File: config.mk
export PLATFORM = sky130hd
export DESIGN_NAME = bcd_to_binary
export DESIGN_NICKNAME = d
export VERILOG_FILES = /design/src/rtl/calc_pkg.sv /design/src/rtl/bcd_mac10.sv /design/src/rtl/bcd_to_binary.sv
export SDC_FILE = /design/constraint.sdc
export NUM_CORES = 1
export LEC_CHECK = 0
export CAP_MARGIN = 10
export CORE_MARGIN = 3
export CORE_UTILIZATION = 30
export DETAILED_ROUTE_END_ITERATION = 6
export PLACE_DENSITY = 0.55
export SLEW_MARGIN = 20
export SYNTH_ARGS = -nofsm -noshare
export SYNTH_HDL_FRONTEND = slang
export SYNTH_SLANG_ARGS = --single-unit
File: constraint.sdc
create_clock -name clk -period 4.3 [get_ports clk]
set_input_delay 1.29 -clock clk [delete_from_list [all_inputs] [get_ports clk]]
set_output_delay 1.29 -clock clk [all_outputs]
set_load 0.02 [all_outputs]
File: src/rtl/calc_pkg.sv
// Shared calculator definitions: BCD digit geometry, the clamp limit for the
// core's 16-bit operand path, and the converter state encoding.
package calc_pkg;

  localparam int unsigned BCD_DIGIT_W   = 4;
  localparam logic [3:0]  BCD_MAX_DIGIT = 4'd9;
  localparam logic [15:0] CLAMP_MAX     = 16'hFFFF;

  typedef enum logic {
    IDLE    = 1'b0,
    CONVERT = 1'b1
  } conv_state_t;

endpackage

File: src/rtl/bcd_mac10.sv
// bcd_mac10: combinational multiply-by-10-and-add-digit step.
//   acc    [W-1:0]  running binary accumulator
//   digit  [3:0]    next BCD digit (assumed already validated)
//   result [W+3:0]  acc*10 + digit, wide enough that it never wraps
module bcd_mac10
  import calc_pkg::*;
#(
  parameter int unsigned W = 17
) (
  input  logic [W-1:0]           acc,
  input  logic [BCD_DIGIT_W-1:0] digit,
  output logic [W+3:0]           result
);

  logic [W+3:0] acc_ext;

  always_comb begin
    acc_ext = (W+4)'(acc);
    // x*10 = x*8 + x*2
    result  = (acc_ext << 3) + (acc_ext << 1) + (W+4)'(digit);
  end

endmodule

File: src/rtl/bcd_to_binary.sv
// bcd_to_binary: sequential packed-BCD to binary converter, one digit per
// clock, most-significant digit first.
//   clk, reset_n   clock (rising edge), asynchronous active-low reset
//   start          request, sampled only in IDLE
//   bcd_input      DIGITS packed BCD digits, digit DIGITS-1 at the MSBs
//   binary_output  result, held until the next accepted start
//   busy           high while converting
//   done           one-cycle pulse when binary_output/error are valid
//   error          input had a nibble > 9 (held with the result)
//   overflow       result was clamped to 16'hFFFF
// Optional build macro BCD2BIN_CLAMP_EN: clamp results above 65535 and
// report overflow; otherwise overflow is tied low.
module bcd_to_binary
  import calc_pkg::*;
#(
  parameter int unsigned DIGITS = 5,
  parameter int unsigned BIN_W  = 17
) (
  input  logic                          clk,
  input  logic                          reset_n,
  input  logic                          start,
  input  logic [BCD_DIGIT_W*DIGITS-1:0] bcd_input,
  output logic [BIN_W-1:0]              binary_output,
  output logic                          busy,
  output logic                          done,
  output logic                          error,
  output logic                          overflow
);

  localparam int unsigned    IDX_W    = (DIGITS > 1) ? $clog2(DIGITS) : 1;
  localparam logic [IDX_W-1:0] LAST_IDX = IDX_W'(DIGITS - 1);

  conv_state_t                   state_q, state_d;
  logic [BCD_DIGIT_W*DIGITS-1:0] shadow_q, shadow_d;
  logic [BIN_W-1:0]              acc_q, acc_d;
  logic [IDX_W-1:0]              idx_q, idx_d;
  logic [BIN_W-1:0]              bin_q, bin_d;
  logic                          busy_q, busy_d;
  logic                          done_q, done_d;
  logic                          error_q, error_d;
  logic                          in_valid;
  logic [BCD_DIGIT_W-1:0]        cur_digit;
  logic [BIN_W+3:0]              mac_wide;
  logic                          unused_mac_hi;

  assign cur_digit = shadow_q[idx_q*BCD_DIGIT_W +: BCD_DIGIT_W];

  bcd_mac10 #(.W(BIN_W)) u_mac (
    .acc    (acc_q),
    .digit  (cur_digit),
    .result (mac_wide)
  );

  // The width constraint on BIN_W guarantees these bits are zero.
  assign unused_mac_hi = ^mac_wide[BIN_W+3:BIN_W];

  always_comb begin
    in_valid = 1'b1;
    for (int unsigned i = 0; i < DIGITS; i++) begin
      if (bcd_input[i*BCD_DIGIT_W +: BCD_DIGIT_W] > BCD_MAX_DIGIT) in_valid = 1'b0;
    end
  end

`ifdef BCD2BIN_CLAMP_EN
  logic overflow_q, overflow_d;
  assign overflow = overflow_q;
`else
  assign overflow = 1'b0;
`endif

  always_comb begin
    state_d  = state_q;
    shadow_d = shadow_q;
    acc_d    = acc_q;
    idx_d    = idx_q;
    bin_d    = bin_q;
    busy_d   = busy_q;
    done_d   = 1'b0;
    error_d  = error_q;
`ifdef BCD2BIN_CLAMP_EN
    overflow_d = overflow_q;
`endif
    unique case (state_q)
      IDLE: begin
        if (start) begin
          shadow_d = bcd_input;
          if (!in_valid) begin
            done_d  = 1'b1;
            error_d = 1'b1;
            bin_d   = '0;
`ifdef BCD2BIN_CLAMP_EN
            overflow_d = 1'b0;
`endif
          end else begin
            state_d = CONVERT;
            busy_d  = 1'b1;
            acc_d   = '0;
            idx_d   = LAST_IDX;
            error_d = 1'b0;
          end
        end
      end
      CONVERT: begin
        acc_d = mac_wide[BIN_W-1:0];
        idx_d = idx_q - 1'b1;
        if (idx_q == '0) begin
          state_d = IDLE;
          busy_d  = 1'b0;
          done_d  = 1'b1;
`ifdef BCD2BIN_CLAMP_EN
          if (mac_wide > (BIN_W+4)'(CLAMP_MAX)) begin
            bin_d      = BIN_W'(CLAMP_MAX);
            overflow_d = 1'b1;
          end else begin
            bin_d      = mac_wide[BIN_W-1:0];
            overflow_d = 1'b0;
          end
`else
          bin_d = mac_wide[BIN_W-1:0];
`endif
        end
      end
      default: state_d = IDLE;
    endcase
  end

  always_ff @(posedge clk or negedge reset_n) begin
    if (!reset_n) begin
      state_q  <= IDLE;
      shadow_q <= '0;
      acc_q    <= '0;
      idx_q    <= '0;
      bin_q    <= '0;
      busy_q   <= 1'b0;
      done_q   <= 1'b0;
      error_q  <= 1'b0;
`ifdef BCD2BIN_CLAMP_EN
      overflow_q <= 1'b0;
`endif
    end else begin
      state_q  <= state_d;
      shadow_q <= shadow_d;
      acc_q    <= acc_d;
      idx_q    <= idx_d;
      bin_q    <= bin_d;
      busy_q   <= busy_d;
      done_q   <= done_d;
      error_q  <= error_d;
`ifdef BCD2BIN_CLAMP_EN
      overflow_q <= overflow_d;
`endif
    end
  end

  assign binary_output = bin_q;
  assign busy          = busy_q;
  assign done          = done_q;
  assign error         = error_q;

endmodule

==> impl_metrics.yaml <==
synth:
  synth-edff-count: 0
  yosysWarnings: 0
  yosysTopAreaCellShare_pct: 44.1
  synth_mux_area_share_pct: 9.99
  synth_area_sq_um: 3410
  yosys.area_share.simple_pct: 12.7
  synth_ff_type: "dfrtp_1"
  synthAdderAreaFrac_pct: 12.2
  synth_cell_types: 47
  ys_seq_elements: 60
  synthCells: 334
  syn_nets: 389
  async_flop_share_pct: 100
  synth_top_family_by_area: "compound AO/OA/AOI/OAI gates"
  synth_xor_area_share_pct: 1.80
  synth_top_cell_by_area: "dfrtp_1"
  ys_seq_area_share_pct: 44.1
  synth_compound_area_share_pct: 15.5
  synth_area_leaders: "dfrtp_1, ha_1, mux2_2"
  avgSynthCellArea_sq_um: 10.2
critical_path:
  cp-end-kind: "register"
  worstRegToRegCells: 13
  start_kind: "register"
  critPathKind: "register to register"
  rrSetupSlack_ps: 1020
  rr_startpoint: "idx_q[0]"
  cp.required_ps: 4500
  arrival_ps: 3480
  r2r-end: "binary_output[15]"
  path_max_fanout: 11
floorplanning:
  core_area_sq_um: 11000
  num_rows: 38
  fp.dieW_um: 113
  die_area_sq_um: 12700
  start_util_pct: 31.0
  die-height_um: 113
  pin_count: 44
worst_hold_path:
  hp-start: "binary_output[2]"
  hold_path.class: "register to register"
  holdPathStages: 2
  min_to: "binary_output[2]"
sta:
  maxSlewViolCount: 0
  hold_viol: 0
  worst_pin_slew_ps: 1030
  fin_crit_sh_pct: 76.2
  fin_ws_ps: 1020
  max_clock_freq_mhz: 305
  rsz0062_at_grt: "no"
  setup_viol: 0
  finalSetupTns_ps: 0
  max_slew_margin_pct: 31.0
  fin_skew_ps: 6.27
  fin_crit_ps: 3280
pwr:
  ir_worst_vdd_v: 0.000284
  clkPwrFrac_pct: 22.3
  power.share.switching_pct: 39.6
  total_power_w: 0.00372
  p_per_area_nw_per_um2: 862
  p_int_w: 0.00225
  leakagePower_nw: 1.98
  seqPwrFrac_pct: 28.2
  p_comb_share_pct: 49.5
  p_sw_w: 0.00148
clocking:
  cts_tree: "yes"
  clkTransAtPathRegs_ps: 50
  cts_inserted_buffers: 9
  post_cts_buffers: 0
  hold_buffers: 0
  htree_levels: 3
  cts-root-buf: "clkbuf_16"
  cts.repair.resized: 0
  cts_sinks: 60
  insertion_delay_ps: 330
  clock_tree.buffer_depth: 2
placement:
  place_ws_ps: 949
  dp_hpwl_um: 5760
  numPortBuffers: 42
  routabilityCongestion: 0.834
run_status:
  status: "complete, no violations"
layout:
  utilization_pct: 39.3
  areaGrowthSynthToFinish_pct: 26.7
  nets: 432
  drive_above_1_share_pct: 13.9
  num_antenna_cells: 0
  fillers: 1091
global_routing:
  grt_pass1_wl_um: 12800
  track_usage_pct: 12.7
  grt_max_degree: 31
  grt_pass1_vias: 2630
  gr-total-overflow: 0
  antenna_found_initial: 0
route:
  antenna_left: 0
  vias: 2586
  wirelength_um: 7620
  drtIter0Drc: 102
  drc: 0
  vias_per_cell: 4.95
  first_pass_iters: 4
  wl_per_cell_um: 14.6
flow_run:
  cap_viol_max_count: 0
state kept, by name, summed over array words and instances, names as in the netlist:
| register | count |
|---|---|
| acc_q | 16 |
| binary_output | 17 |
| busy | 1 |
| done | 1 |
| error | 1 |
| idx_q | 3 |
| shadow_q | 20 |
| state_q | 1 |
cells in the final DEF (no fill, tap or decap), types with 9 or more instances in the layout:
master / count
clkbuf_16: 9
ha_1: 30
nor2_1: 16
mux2_2: 22
clkdlybuf4s50_1: 41
nand3_1: 10
nand2_1: 48
o21ai_0: 23
inv_1: 15
dfrtp_1: 60
a21oi_1: 15
worst max-delay path, stage by stage, from the launching register on:
cell and delay, ps:
dfrtp_1 540, nor2b_1 250, nand2_1 70, o21ai_0 70, a21oi_1 100, fa_1 540, inv_1 60, ha_1 280
a21oi_1 70, o21ai_0 310, nand3b_1 180, a211oi_1 440, or3_1 180, nand3_1 60
logic make-up after synthesis:
logic type | count (synthesis)
mux | 30
other cells | 1
compound gates | 78
buf+inv | 30
fa+ha+maj | 32
flops | 60
simple gates | 96
xor+xnor | 7
area by class of cell:
cell class,instances,area [sq um],area share [%]
Timing Repair Buffer,47,453,10.5
Sequential cell,60,1500,34.8
Tap cell,140,175,4.06
Clock buffer,10,239,5.53
Inverter,15,56.3,1.30
Clock inverter,6,111,2.58
Multi-Input combinational cell,244,1780,41.3
worst max-delay path by stage:
stage | endpoint | slack (ps) | start | depth (start not counted)
after floorplan | binary_output[14] | 1310 | idx_q[2] | 13
final | binary_output[15] | 1020 | idx_q[0] | 13
after CTS | binary_output[15] | 1010 | idx_q[0] | 13
after global placement | binary_output[0] | 950 | bcd_input[6] | 7
after detailed placement | binary_output[0] | 950 | bcd_input[2] | 7
after global routing | binary_output[15] | 660 | idx_q[0] | 13
Yosys cell counts, types with 10 or more instances:
library cell,count
dfrtp_1,60
nand2_1,48
ha_1,30
o21ai_0,23
mux2_2,22
nor2_1,16
a21oi_1,15
inv_1,15
nand3_1,10
power by group through the flow:
stage               Combinational [W]  Sequential, W  Clock [W]
finish                        0.00184        0.00105   0.000831
CTS                           0.00187        0.00106   0.000853
detailed placement            0.00186        0.00107          0
global route                  0.00208        0.00109   0.000877
floorplan                     0.00138        0.00101          0
global placement              0.00183        0.00106          0
routing by layer:
metal | part of all wire, % | GRT usage, %
met1 | 44 | 15.5
met2 | 50 | 21.2
met3 | 5.9 | 3.94
met4 | 0.91 | 4.57
met5 | 0 | 0
stage by stage:
stage	instance area (sq um)	hold WS [ps]	cells
detailed placement	3970	466	506
floorplan	3410	475	334
finish	4320	469	522
global route	4320	496	522
CTS	4320	477	522
global placement	3970	463	506
Power figures use the tool's default switching activity.
